$ cat src/rtl/reg_scoreboard.sv
// Register write scoreboard beside ID: counts in-flight writes per architectural register
// and stalls ID when a source or destination cannot yet be handled.
module reg_scoreboard #(
    parameter int CNT_W = 2,
    parameter int TOT_W = 4
) (
    input  logic             clk,
    input  logic             rst,
    input  logic [31:0]      inst_id,
    input  logic             issue_en,
    input  logic             flush,
    input  logic             wb_valid,
    input  logic [4:0]       wb_rd,
    output logic             stall_id,
    output logic             rs1_busy,
    output logic             rs2_busy,
    output logic [TOT_W-1:0] in_flight,
    output logic             err
);
    localparam logic [6:0] OPC_LOAD      = 7'b0000011;
    localparam logic [6:0] OPC_STORE     = 7'b0100011;
    localparam logic [6:0] OPC_BRANCH    = 7'b1100011;
    localparam logic [6:0] OPC_JALR      = 7'b1100111;
    localparam logic [6:0] OPC_JAL       = 7'b1101111;
    localparam logic [6:0] OPC_ARI_ITYPE = 7'b0010011;
    localparam logic [6:0] OPC_ARI_RTYPE = 7'b0110011;
    localparam logic [6:0] OPC_LUI       = 7'b0110111;
    localparam logic [6:0] OPC_AUIPC     = 7'b0010111;
    localparam logic [6:0] OPC_CSR       = 7'b1110011;

    localparam int              SUM_W   = CNT_W + 5;
    localparam logic [CNT_W-1:0] CNT_MAX = '1;
    localparam logic [CNT_W-1:0] CNT_ONE = CNT_W'(1);
    localparam logic [SUM_W-1:0] TOT_MAX = SUM_W'((1 << TOT_W) - 1);

    logic [6:0] opc;
    logic [4:0] rd, rs1, rs2;
    logic       known, writes_rd, uses_rs1, uses_rs2;
    logic       unused_bits;

    assign opc = inst_id[6:0];
    assign rd  = inst_id[11:7];
    assign rs1 = inst_id[19:15];
    assign rs2 = inst_id[24:20];
    assign unused_bits = ^{inst_id[31:25], inst_id[13:12]};

    always_comb begin
        known    = 1'b0;
        uses_rs1 = 1'b0;
        uses_rs2 = 1'b0;
        case (opc)
            OPC_LOAD, OPC_JALR, OPC_ARI_ITYPE: begin known = 1'b1; uses_rs1 = 1'b1; end
            OPC_STORE, OPC_BRANCH, OPC_ARI_RTYPE: begin
                known = 1'b1; uses_rs1 = 1'b1; uses_rs2 = 1'b1;
            end
            OPC_JAL, OPC_LUI, OPC_AUIPC: known = 1'b1;
            OPC_CSR: begin known = 1'b1; uses_rs1 = ~inst_id[14]; end
            default: known = 1'b0;
        endcase
    end
    assign writes_rd = known && (opc != OPC_STORE) && (opc != OPC_BRANCH);

    // Packed view with entry 0 fixed at zero so x0 never reads as pending.
    logic [CNT_W-1:0]            pend_reg [1:31];
    logic [31:0][CNT_W-1:0]      pend_view;
    logic [CNT_W-1:0]            rs1_pend, rs2_pend, rd_pend, wb_pend;
    logic                        rd_full, issue, inc_eff, dec_eff;
    logic [SUM_W-1:0]            total_reg, total_next;
    logic [TOT_W-1:0]            in_flight_reg;
    logic                        err_reg;

    assign pend_view[0] = '0;

    generate
        for (genvar gi = 1; gi < 32; gi++) begin : g_pend
            logic inc, dec;
            assign inc = issue && (rd == 5'(gi));
            assign dec = wb_valid && (wb_rd == 5'(gi));
            assign pend_view[gi] = pend_reg[gi];

            always_ff @(posedge clk or posedge rst) begin
                if (rst)
                    pend_reg[gi] <= '0;
                else if (inc && !dec)
                    pend_reg[gi] <= pend_reg[gi] + CNT_ONE;
                else if (dec && !inc && pend_reg[gi] != '0)
                    pend_reg[gi] <= pend_reg[gi] - CNT_ONE;
            end
        end
    endgenerate

    assign rs1_pend = pend_view[rs1];
    assign rs2_pend = pend_view[rs2];
    assign rd_pend  = pend_view[rd];
    assign wb_pend  = pend_view[wb_rd];

    // A lone pending write retiring this cycle is supplied by the WB forward path.
    assign rs1_busy = uses_rs1 && (rs1 != 5'd0) && (rs1_pend != '0) &&
                      !(wb_valid && wb_rd == rs1 && rs1_pend == CNT_ONE);
    assign rs2_busy = uses_rs2 && (rs2 != 5'd0) && (rs2_pend != '0) &&
                      !(wb_valid && wb_rd == rs2 && rs2_pend == CNT_ONE);
    assign rd_full  = writes_rd && (rd != 5'd0) && (rd_pend == CNT_MAX) &&
                      !(wb_valid && wb_rd == rd);
    assign stall_id = (rs1_busy | rs2_busy | rd_full) & ~flush;
    assign issue    = issue_en & ~stall_id & ~flush & writes_rd & (rd != 5'd0);

    // Net effect on the total mirrors the per-register cancel/underflow rules.
    assign inc_eff = issue && !(wb_valid && wb_rd == rd);
    assign dec_eff = wb_valid && (wb_rd != 5'd0) && (wb_pend != '0) && !(issue && rd == wb_rd);
    assign total_next = total_reg + SUM_W'(inc_eff) - SUM_W'(dec_eff);

    always_ff @(posedge clk or posedge rst) begin
        if (rst) begin
            total_reg     <= '0;
            in_flight_reg <= '0;
            err_reg       <= 1'b0;
        end else begin
            total_reg     <= total_next;
            in_flight_reg <= (total_next > TOT_MAX) ? TOT_MAX[TOT_W-1:0] : total_next[TOT_W-1:0];
            if (wb_valid && wb_rd != 5'd0 && wb_pend == '0 && !(issue && rd == wb_rd))
                err_reg <= 1'b1;
        end
    end

    assign in_flight = in_flight_reg;
    assign err       = err_reg;
endmodule

$ cat config.mk
export PLATFORM = sky130hd
export DESIGN_NAME = reg_scoreboard
export DESIGN_NICKNAME = d
export VERILOG_FILES = /design/src/rtl/reg_scoreboard.sv
export SDC_FILE = /design/constraint.sdc
export NUM_CORES = 1
export LEC_CHECK = 0
export CAP_MARGIN = 20
export CORE_MARGIN = 3
export CORE_UTILIZATION = 30
export DETAILED_ROUTE_END_ITERATION = 7
export GPL_TIMING_DRIVEN = 0
export SYNTH_ARGS = -nofsm -noshare
export SYNTH_HDL_FRONTEND = slang
export SYNTH_SLANG_ARGS = --single-unit
$ cat constraint.sdc
create_clock -name clk -period 8.55 [get_ports clk]
set_input_delay 1.71 -clock clk [delete_from_list [all_inputs] [get_ports clk]]
set_output_delay 1.71 -clock clk [all_outputs]
set_load 0.03 [all_outputs]
# [Word level (Yosys, flattened, before mapping)]
# Index checks and enable logic that the tools add are counted.
[op_classes] n_addsub=64 n_lt_le_gt_ge=5 eq_ne=81 mux=74 bitwise=10 reduce_logical=317
[op_table] op="logical AND 1 bit" n=178
[op_table] op="== test 5 bit, second input constant" n=32
[op_table] op="2-to-1 mux 2 bit" n=66
[op_table] op="nonzero test 2 bit" n=65
[op_table] op="== test 5 x 4 -> 1 bit, second input constant" n=16
[op_table] op="zero test 1 bit" n=66
[op_table] op="adder 2 x 1 -> 2 bit, second input constant" n=31
[op_table] op="subtractor 2 x 1 -> 2 bit, second input constant" n=31
[op_table] op="binary-select mux 2 bit (select 5 bit)" n=4
[op_table] op="== test 5 x 3 -> 1 bit, second input constant" n=8
[op_table] op="== test 7 bit, second input constant" n=4
[op_table] op="< comparator 5 x 6 -> 1 bit, second input constant" n=4
[op_table] op="== test 7 x 6 -> 1 bit, second input constant" n=3
[op_table] op="== test 5 x 2 -> 1 bit, second input constant" n=4
[op_table] op="== test 5 bit" n=4
[op_table] op="nonzero test 5 bit" n=4
[op_table] op="== test 7 x 5 -> 1 bit, second input constant" n=2
[op_table] op="== test 5 x 1 -> 1 bit, second input constant" n=2
[op_table] op="OR reduction 10 bit" n=1
[op_table] op="adder 7 x 1 -> 7 bit" n=1
[op_table] op="== test 7 x 2 -> 1 bit, second input constant" n=1
[op_table] op="greater-than comparator 7 x 4 -> 1 bit, second input constant" n=1
[op_table] op="inequality test 7 x 6 -> 1 bit, second input constant" n=1
[op_table] op="inequality test 7 bit, second input constant" n=1
[op_table] op="12 further kinds" n=21
[word_totals] register_bits=74 inputBits=42 out_inout_bits=8 elab_cells=585

# [Logic depth before layout (Yosys ltp)]
# Gate-level depths: netlist of run 1.
[logic_depth] word_depth=21 ltp_mapped=24 ltp_nobuf=21

# [Worst setup path after synthesis of run 1]
# Ideal clock, no wire load.
[synth_path] path_kind="input port to flip-flop" start="input inst_id[17]" end="register in_flight_reg[2] (netlist: in_flight[2])" setup_time_ps=139 arrival_time_ps=5700 required_time_ps=8411 setup_slack_ps=2711 path_stages=21 n_path_buf=1 path_cell_list="buf_6 -> mux4_2 -> mux2_2 -> a221oi_2 -> or4_4 -> a31oi_4 -> nand4bb_1 -> inv_1 -> a21oi_1 -> nor2b_1 -> ha_1 -> inv_1 -> ha_1 -> fa_1 -> a21oi_1 -> nor2_1 -> nor2_1 -> o21bai_1 -> a21oi_1 -> xnor2_1 -> or4_1"
[synth_between] elab_chain_len=20 elab_cells_between_ends=28 classes_between="2 x add/sub; 1 x order compare; 2 x eq/ne; 3 x mux; 8 x bitwise; 12 x reduce/logical"
[synth_lines] element="start, declared" line="9" text="input logic [31:0] inst_id,"
[synth_lines] element="binary-select mux 2 bit (select 5 bit)" line="92" text="assign rs1_pend = pend_view[rs1];"
[synth_lines] element="2-to-1 mux 2 bit (not written as such)" line="92"
[synth_lines] element="== test 2 x 1 -> 1 bit" line="99" text="!(wb_valid && wb_rd == rs1 && rs1_pend == CNT_ONE);"
[synth_lines] element="logical AND 1 bit" line="99"
[synth_lines] element="zero test 1 bit" line="99"
[synth_lines] element="logical AND 1 bit *" line="98" text="assign rs1_busy = uses_rs1 && (rs1 != 5'd0) && (rs1_pend != '0) &&"
[synth_lines] element="via rs1_busy" line="15" text="output logic rs1_busy,"
[synth_lines] element="OR 1 bit * (2 in series)" line="104" text="assign stall_id = (rs1_busy | rs2_busy | rd_full) & ~flush;"
[synth_lines] element="bitwise AND 1 bit *" line="104"
[synth_lines] element="inverter 1 bit *" line="105" text="assign issue = issue_en & ~stall_id & ~flush & writes_rd & (rd != 5'd0);"
[synth_lines] element="bitwise AND 1 bit * (4 in series)" line="105"
[synth_lines] element="branches (longest 3 deep; another with adder 7 x 1 -> 7 bit)"
[synth_lines] element="subtractor 7 x 1 -> 7 bit *" line="110" text="assign total_next = total_reg + SUM_W'(inc_eff) - SUM_W'(dec_eff);"
[synth_lines] element="via total_next[6]" line="68" text="logic [SUM_W-1:0] total_reg, total_next;"
[synth_lines] element="greater-than comparator 7 x 4 -> 1 bit *" line="119" text="in_flight_reg <= (total_next > TOT_MAX) ? TOT_MAX[TOT_W-1:0] : total_next[TOT_W-1:0];"
[synth_lines] element="2-to-1 mux 4 bit *" line="119"
[synth_lines] element="end signal, assigned" line="119"
[synth_lines] element="end, declared" line="69" text="logic [TOT_W-1:0] in_flight_reg;"
# Mark *: on every way through the listed nets, which the timed path passes. The select of a mux whose other input is x is not followed.
# A chain may end at the register's enable or synchronous reset.

# [Worst setup path in the final report of run 1]
[layout_path] start="input inst_id[7]" end="output stall_id"
[layout_between] elab_chain_len=7 elab_cells_between_ends=12 classes_between="2 x eq/ne; 2 x mux; 2 x bitwise; 6 x reduce/logical"
[layout_lines] element="binary-select mux 2 bit (select 5 bit)" line="94" text="assign rd_pend = pend_view[rd];"
[layout_lines] element="2-to-1 mux 2 bit (not written as such)" line="94"
[layout_lines] element="== test 2 bit" line="102" text="assign rd_full = writes_rd && (rd != 5'd0) && (rd_pend == CNT_MAX) &&"
[layout_lines] element="logical AND 1 bit" line="102"
[layout_lines] element="logical AND 1 bit *" line="102"
[layout_lines] element="OR 1 bit *" line="104"
[layout_lines] element="bitwise AND 1 bit *" line="104"
[layout_lines] element="end, declared" line="14" text="output logic stall_id,"
# Mark *: on every way between the ends. The rest lies on a longest branch, timed or not. The select of a mux whose other input is x is not followed.

==> results of run 1 <==
-- layout make-up --
| cell class | instances | area share, % |
|---|---|---|
| Inverter | 26 | 1.302 |
| Clock inverter | 7 | 1.025 |
| Multi-Input combinational cell | 682 | 58.62 |
| Tap cell | 280 | 4.557 |
| Timing Repair Buffer | 28 | 3.873 |
| Clock buffer | 9 | 2.929 |
| Buffer | 57 | 3.613 |
| Sequential cell | 74 | 24.08 |
-- placed cells by master (no fill, tap or decap), types with 9 or more instances in the layout --
| master | n |
|---|---|
| sky130_fd_sc_hd__buf_2 | 16 |
| sky130_fd_sc_hd__o22ai_1 | 14 |
| sky130_fd_sc_hd__nand2_1 | 82 |
| sky130_fd_sc_hd__a211oi_1 | 9 |
| sky130_fd_sc_hd__nor2_1 | 96 |
| sky130_fd_sc_hd__xor2_1 | 16 |
| sky130_fd_sc_hd__nand3_1 | 55 |
| sky130_fd_sc_hd__mux2i_1 | 25 |
| sky130_fd_sc_hd__dfrtp_1 | 74 |
| sky130_fd_sc_hd__nor2b_1 | 27 |
| sky130_fd_sc_hd__o31ai_1 | 12 |
| sky130_fd_sc_hd__mux4_2 | 20 |
| sky130_fd_sc_hd__clkbuf_16 | 9 |
| sky130_fd_sc_hd__nand2b_1 | 18 |
| sky130_fd_sc_hd__nor3_1 | 25 |
| sky130_fd_sc_hd__clkbuf_1 | 28 |
| sky130_fd_sc_hd__o211ai_1 | 11 |
| sky130_fd_sc_hd__o21ai_0 | 62 |
| sky130_fd_sc_hd__inv_1 | 25 |
| sky130_fd_sc_hd__xnor2_1 | 22 |
| sky130_fd_sc_hd__nor4_1 | 15 |
| sky130_fd_sc_hd__a22oi_1 | 9 |
| sky130_fd_sc_hd__nand3b_1 | 11 |
| sky130_fd_sc_hd__clkdlybuf4s50_1 | 27 |
| sky130_fd_sc_hd__a21oi_1 | 33 |
-- cell families after synthesis --
family	synth area share [%]
DFF	27.50
AOI/OAI and AO/OA	19.58
buffers and inverters	5.574
xor gates and xnor gates	4.942
muxes	11.74
and+or+nand+nor	29.06
adders and majority gates	1.598
-- routing by layer --
metal | GRT usage [%] | share of wire, % | vias up
li1 | - | - | 3146
met1 | 27.78 | 43 | 3319
met2 | 30.64 | 44 | 406
met3 | 5.908 | 9.8 | 42
met4 | 6.266 | 2.7 | 0
met5 | 0 | 0 | -
-- path summary, 6_finish.rpt --
| path | start | to | slack [ns] | cells past startpoint |
|---|---|---|---|---|
| max in group asynchronous | rst | pend_reg[60] | 6.24 | 3 |
| max reg2reg | pend_reg[38] | in_flight[2] | 3.55 | 21 |
| min in group asynchronous | rst | in_flight[3] | 1.72 | 2 |
| min | err | err | 0.47 | 1 |
| max | inst_id[7] | stall_id | 1.58 | 10 |
| min reg2reg | err | err | 0.47 | 1 |
-- power breakdown --
part	switching, mW	leakage (nW)	internal, mW
sequential	0.0443	0.939	0.394
combinational	0.236	1.90	0.169
clock	0.167	0.138	0.228
-- worst max-delay path: stages --
cell and delay [ns]:
sky130_fd_sc_hd__clkdlybuf4s50_1 0.51, sky130_fd_sc_hd__buf_2 0.28, sky130_fd_sc_hd__buf_1 0.51, sky130_fd_sc_hd__nand3_1 0.14, sky130_fd_sc_hd__o2111ai_1 0.18, sky130_fd_sc_hd__nand3_1 0.19
sky130_fd_sc_hd__o32ai_1 0.77, sky130_fd_sc_hd__a211oi_1 0.17, sky130_fd_sc_hd__nor2_1 0.13, sky130_fd_sc_hd__clkdlybuf4s50_1 0.68
==> out/qor.csv, run 1 <==
stage,metric,value,unit
outcome,status,"complete, no violations",
floorplan,die_x,155.8,um
synthesis,synth_top_cell_by_area,sky130_fd_sc_hd__dfrtp_1,
timing,worst_slew_margin_rel,42.44,%
cts,clk_latency,0.36,ns
min_path,holdCritPathClass,reg -> reg,
placement,place_inst,1147,
placement,preCtsSetupSlack,1.408,ns
layout,fin_area,7689,um2
pwr,power_per_cell_area,161.1,nW/um2
layout,fillerInstances,2259,
layout,layout.nets,928,
placement,gp_routability_congestion,0.9713,
layout,area_growth_syn_to_layout,14.18,%
timing,max_freq,0.1435,GHz
cts,cts_made_buffers,9,
grt,grt_pass1_wl,37780,um
synthesis,synth-seq-area-share,27.50,%
grt,antenna_found_initial,0,
timing,worst_slack,1.580,ns
worst_setup_path,cp_data_required_time,6.84,ns
synthesis,yosys.cell_types.count,69,
worst_setup_path,end_kind,output port,
worst_setup_path,setup.worst_path.start_class,input pin,
placement,buffer_ports.inserted,27,
routing,vias,6913,
layout,regArea,1852,um2
cts,worst_setup_hold_path_clk_slew,0.07,ns
synthesis,yosys_most_used_dff,sky130_fd_sc_hd__dfrtp_1,
layout,final_core_util,35.01,%
floorplan,fp.dieH,155.8,um
routing,drc,0,
cts,clockBufferDepth,2,
layout,largest_reg_flops,62,
placement,dpl_cell_area,7385,um2
synthesis,mappedNetlistArea,6734,um2
timing,fin_worst_hold_slack,0.4708,ns
cts,htreeDepth,3,
pwr,worst_ir_drop_vdd,0.09086,mV
synthesis,synthCells,839,
placement,hpwlAfterDp,18390,um
floorplan,floorplan.die_area,24280,um2
routing,ant_nets,0,
grt,grt_total_ovfl,0,
synthesis,synth_async_sr_flop_share,100.0,%
timing,setup_total_negative_slack,0,ns
layout,final_layout_size_suffix_gt1_share,10.42,%
timing,slew_viol_final,0,
flow_run,cap_violations,0,
synthesis,synth-warning-count,0,
timing,worst_slew_pin_slew,0.8635,ns
synthesis,net_count_synth,889,
floorplan,placement_rows,54,
synthesis,yosys.cell_count.top_type,sky130_fd_sc_hd__nor2_1,
cts,clk_root_buffer_cell,sky130_fd_sc_hd__clkbuf_16,
timing,worst_clock_skew,0.01137,ns
layout,antenna_cells_inserted,0,
cts,cts_resized,0,
cts,cts_tree,done,
grt,grt_start_max_net_pins,41,
synthesis,synth.top_cells.by_area,"sky130_fd_sc_hd__dfrtp_1 (27%), sky130_fd_sc_hd__mux4_2 (6.7%), sky130_fd_sc_hd__nor2_1 (5.4%)",
pwr,leakage_component_of_the_power,2.976,nW
synthesis,syn_area_per_cell,8.026,um2
timing,finalCriticalPeriod,6.970,ns
timing,timing.final.setup_violations,0,
cts,clkSinkCount,74,
routing,router_iterations_before_antenna_repair,5,
timing,layout_worst_path_cycle_share,81.52,%
worst_setup_path,worstSetupPathType,in -> out,
synthesis,synth_commonest_cells,"sky130_fd_sc_hd__nor2_1 (96), sky130_fd_sc_hd__nand2_1 (82), sky130_fd_sc_hd__dfrtp_1 (74), sky130_fd_sc_hd__o21ai_0 (62), sky130_fd_sc_hd__nand3_1 (55)",
floorplan,top_level_ports,50,
routing,totalWireLength,24700,um
synthesis,synth-edff-count,0,
layout,post_layout_nonfiller_instances,1163,
routing,via_per_inst,5.944,
layout,total_area_of_multi_input_combinational_cells,4507,um2
grt,number_of_global_route_vias_before_repair,6338,
routing,routedWlPerCell,21.24,um
routing,detail_route.iter0.violations,995,
cts,ctsHoldBuffers,0,
pwr,report.power.total,1.239,mW
worst_setup_path,arrival,5.26,ns
cts,postCtsSetupRepairBufs,0,
timing,timing_hold_violations_final,0,
floorplan,design.core.area,21960,um2
synthesis,postSynthRegisterBits,74,
worst_setup_path,cp_max_fo,10,
grt,grt_util_all_layers,20.19,%
timing,rsz0062_at_grt,no,
floorplan,initial_utilization,30.67,%
synthesis,synth_top_area_share,27.50,%
Note: power is estimated with default switching activity, not from simulation.
==> run 2, diff against run 1 <==
clock period = 6 ns   (was 8.55 ns; I/O delays follow)
==> out/qor.csv, run 2 (synthesis results as in run 1) <==
stage,metric,value,unit
worst_setup_path,critical-path-top-delay-family,simple AND/OR/NAND/NOR gates,
pwr,leakage_component_of_the_power,3.018,nW
worst_setup_path,critical_path.reg2reg.endpoint,in_flight[2],
outcome,status,"complete, no violations",
worst_setup_path,arrival,5.93,ns
cts,cts_made_buffers,9,
routing,vias,6867,
layout,layout_commonest_cell,sky130_fd_sc_hd__nor2_1,
cts,htreeDepth,3,
worst_setup_path,worst_path_cell_with_the_longest_stage_delay,sky130_fd_sc_hd__clkdlybuf4s50_1,
placement,dpl_cell_area,7385,um2
worst_setup_path,worstSetupPathType,in -> reg,
floorplan,design.core.area,21960,um2
routing,detail_route.iter0.violations,935,
worst_setup_path,crit_chain,"clkdlybuf4s50_1, xor2_1, nor4_1, and3_1, o21ai_1, o211ai_1, buf_4, nand4bb_1, inv_1, a21oi_1, nor2b_1, ha_1, inv_1, ha_1, fa_1, a21oi_1, nor2_1, nor2_2, o21bai_1, a21oi_1, xnor2_1, or4_1",
grt,antenna_found_initial,0,
floorplan,floorplan.die_area,24280,um2
worst_setup_path,cp_max_fo,6,
floorplan,top_level_ports,50,
grt,grt_total_ovfl,0,
routing,routedWlPerCell,21.24,um
timing,worst_slew_pin_slew,0.8451,ns
grt,grt_util_all_layers,20.19,%
placement,buffer_ports.inserted,27,
routing,totalWireLength,24710,um
timing,rsz0062_at_grt,no,
routing,drc,0,
pwr,worst_ir_drop_vdd,0.1371,mV
worst_setup_path,worst-path-buf-inv,4,
cts,clockBufferDepth,2,
layout,layout.nets,928,
timing,worst_slack,0.2997,ns
floorplan,die_x,155.8,um
timing,layout_worst_path_cycle_share,95.01,%
worst_setup_path,crit_top_cell,sky130_fd_sc_hd__a21oi_1,
layout,commonest_cells_after_routing_fill_and_taps_aside,"sky130_fd_sc_hd__nor2_1 (95), sky130_fd_sc_hd__nand2_1 (81), sky130_fd_sc_hd__dfrtp_1 (74)",
placement,preCtsSetupSlack,-0.6318,ns
flow_run,cap_violations,0,
placement,gp_routability_congestion,0.9713,
cts,ctsHoldBuffers,0,
worst_setup_path,crit_path_max_incr_delay,0.65,ns
placement,hpwlAfterDp,18390,um
worst_setup_path,r2r_cells,21,
timing,worst_slew_margin_rel,43.66,%
worst_setup_path,setup.worst_path.start_class,input pin,
timing,setup_total_negative_slack,0,ns
grt,number_of_global_route_vias_before_repair,6333,
layout,fillerInstances,2258,
timing,worst_clock_skew,0.01182,ns
layout,fin_area,7757,um2
worst_setup_path,cp_data_required_time,6.23,ns
grt,grt_pass1_wl,37790,um
floorplan,placement_rows,54,
worst_setup_path,r2r_start,pend_reg[38],
routing,ant_nets,0,
cts,clk_latency,0.36,ns
cts,clk_root_buffer_cell,sky130_fd_sc_hd__clkbuf_16,
timing,timing_hold_violations_final,0,
cts,cts_tree,done,
timing,slew_viol_final,0,
cts,worst_setup_hold_path_clk_slew,0.07,ns
routing,router_iterations_before_antenna_repair,6,
min_path,holdCritPathClass,reg -> reg,
grt,grt_start_max_net_pins,41,
floorplan,initial_utilization,30.67,%
timing,finalCriticalPeriod,5.700,ns
worst_setup_path,cp-startpoint,inst_id[23],
timing,timing.final.setup_violations,0,
timing,max_freq,0.1754,GHz
layout,largest_reg_flops,62,
floorplan,fp.dieH,155.8,um
min_path,hold_path_startpoint,err,
layout,area_growth_syn_to_layout,15.20,%
worst_setup_path,setup.worst_path.end,in_flight[2],
worst_setup_path,timing.critical_path.depth,22,
layout,final_layout_size_suffix_gt1_share,11.66,%
pwr,power_per_cell_area,230.4,nW/um2
worst_setup_path,r2r_slack,1.04,ns
worst_setup_path,end_kind,register,
layout,antenna_cells_inserted,0,
routing,via_per_inst,5.905,
cts,clkSinkCount,74,
## run 2: changes by cell type in the layout (fill, tap and decap cells not counted), moves of 2 or more
| cell | delta |
|---|---|
| sky130_fd_sc_hd__clkbuf_2 | +3 |
| sky130_fd_sc_hd__clkbuf_4 | +2 |
| sky130_fd_sc_hd__buf_2 | -2 |
| sky130_fd_sc_hd__nor3_2 | +2 |
| sky130_fd_sc_hd__o311ai_0 | -2 |
| sky130_fd_sc_hd__buf_1 | -3 |
| sky130_fd_sc_hd__clkbuf_1 | -2 |
| sky130_fd_sc_hd__nor3_1 | -2 |
## run 2: how the worst min path moves through the flow
| stage | end | slack [ns] | cells past startpoint |
|---|---|---|---|
| 3_3_place_gp | err | 0.44 | 1 |
| 4_1_cts | err | 0.48 | 1 |
| 2_1_floorplan | pend_reg[50] | 0.50 | 1 |
| 5_1_grt | err | 0.50 | 1 |
| 3_5_place_dp | err | 0.46 | 1 |
| 6_report | err | 0.47 | 1 |
## run 2: worst reg2reg max path, cell delays in order (launching register included)
cell and delay (ns):
sky130_fd_sc_hd__dfrtp_1 0.36, sky130_fd_sc_hd__clkbuf_1 0.22, sky130_fd_sc_hd__mux4_2 0.50, sky130_fd_sc_hd__mux2_2 0.29, sky130_fd_sc_hd__a221oi_2 0.40, sky130_fd_sc_hd__or4_4 0.22
sky130_fd_sc_hd__a31oi_4 0.11, sky130_fd_sc_hd__nand4bb_1 0.22, sky130_fd_sc_hd__inv_1 0.10, sky130_fd_sc_hd__a21oi_1 0.08, sky130_fd_sc_hd__nor2b_1 0.15, sky130_fd_sc_hd__ha_1 0.27
sky130_fd_sc_hd__inv_1 0.04, sky130_fd_sc_hd__ha_1 0.21, sky130_fd_sc_hd__fa_1 0.41, sky130_fd_sc_hd__a21oi_1 0.15, sky130_fd_sc_hd__nor2_1 0.06, sky130_fd_sc_hd__nor2_2 0.12
sky130_fd_sc_hd__o21bai_1 0.08, sky130_fd_sc_hd__a21oi_1 0.18, sky130_fd_sc_hd__xnor2_1 0.12, sky130_fd_sc_hd__or4_1 0.55
## run 2: final cells by class
class / instances / area, um2 / share of cell area (%)
buffer: 56 / 290.3 / 3.742
clock buffer: 9 / 225.2 / 2.903
clock inverter: 7 / 78.83 / 1.016
inverter: 26 / 100.1 / 1.290
multi-input combinational: 682 / 4553 / 58.69
sequential: 74 / 1852 / 23.87
tap: 280 / 350.3 / 4.516
timing repair buffer: 29 / 307.8 / 3.968
## run 2: metrics by stage
step                hold WS (ns)  total power, mW  utilization, %  instances
floorplan                 0.5050            1.038               -        839
detailed placement        0.4561            1.200           33.63       1147
CTS                       0.4753            1.770           35.04       1162
global route              0.5040            1.893           35.33       1163
global placement          0.4407            1.196           33.49       1146
finish                    0.4735            1.787           35.33       1163
## run 2: report_power, final
group | total, mW | internal [mW] | switching (mW)
clock | 0.566 | 0.325 | 0.241
sequential | 0.624 | 0.561 | 0.0631
combinational | 0.597 | 0.249 | 0.348
total | 1.79 | 1.14 | 0.652
## run 2: timing repair
action / 4_1_cts / 5_1_grt
setup endpoints to repair: 4 / 4
pin swaps: 0 / 3
buffers inserted: 0 / 1
gates resized for setup: 2 / 20
## run 2: layer usage
metal  wire length, um  track usage [%]  vias to the layer above
li1                  -                -                     3146
met1             10790            27.80                     3327
met2             10890            30.76                      352
met3              2462            5.881                       42
met4               569            6.013                        0
met5                 0                0                        -
==> run 3, diff against run 2 <==
CTS_CLUSTER_DIAMETER = 30   (was unset)
==> results of run 3 <==
Same layout as run 2: the final DEF is identical, and so are final timing and power.
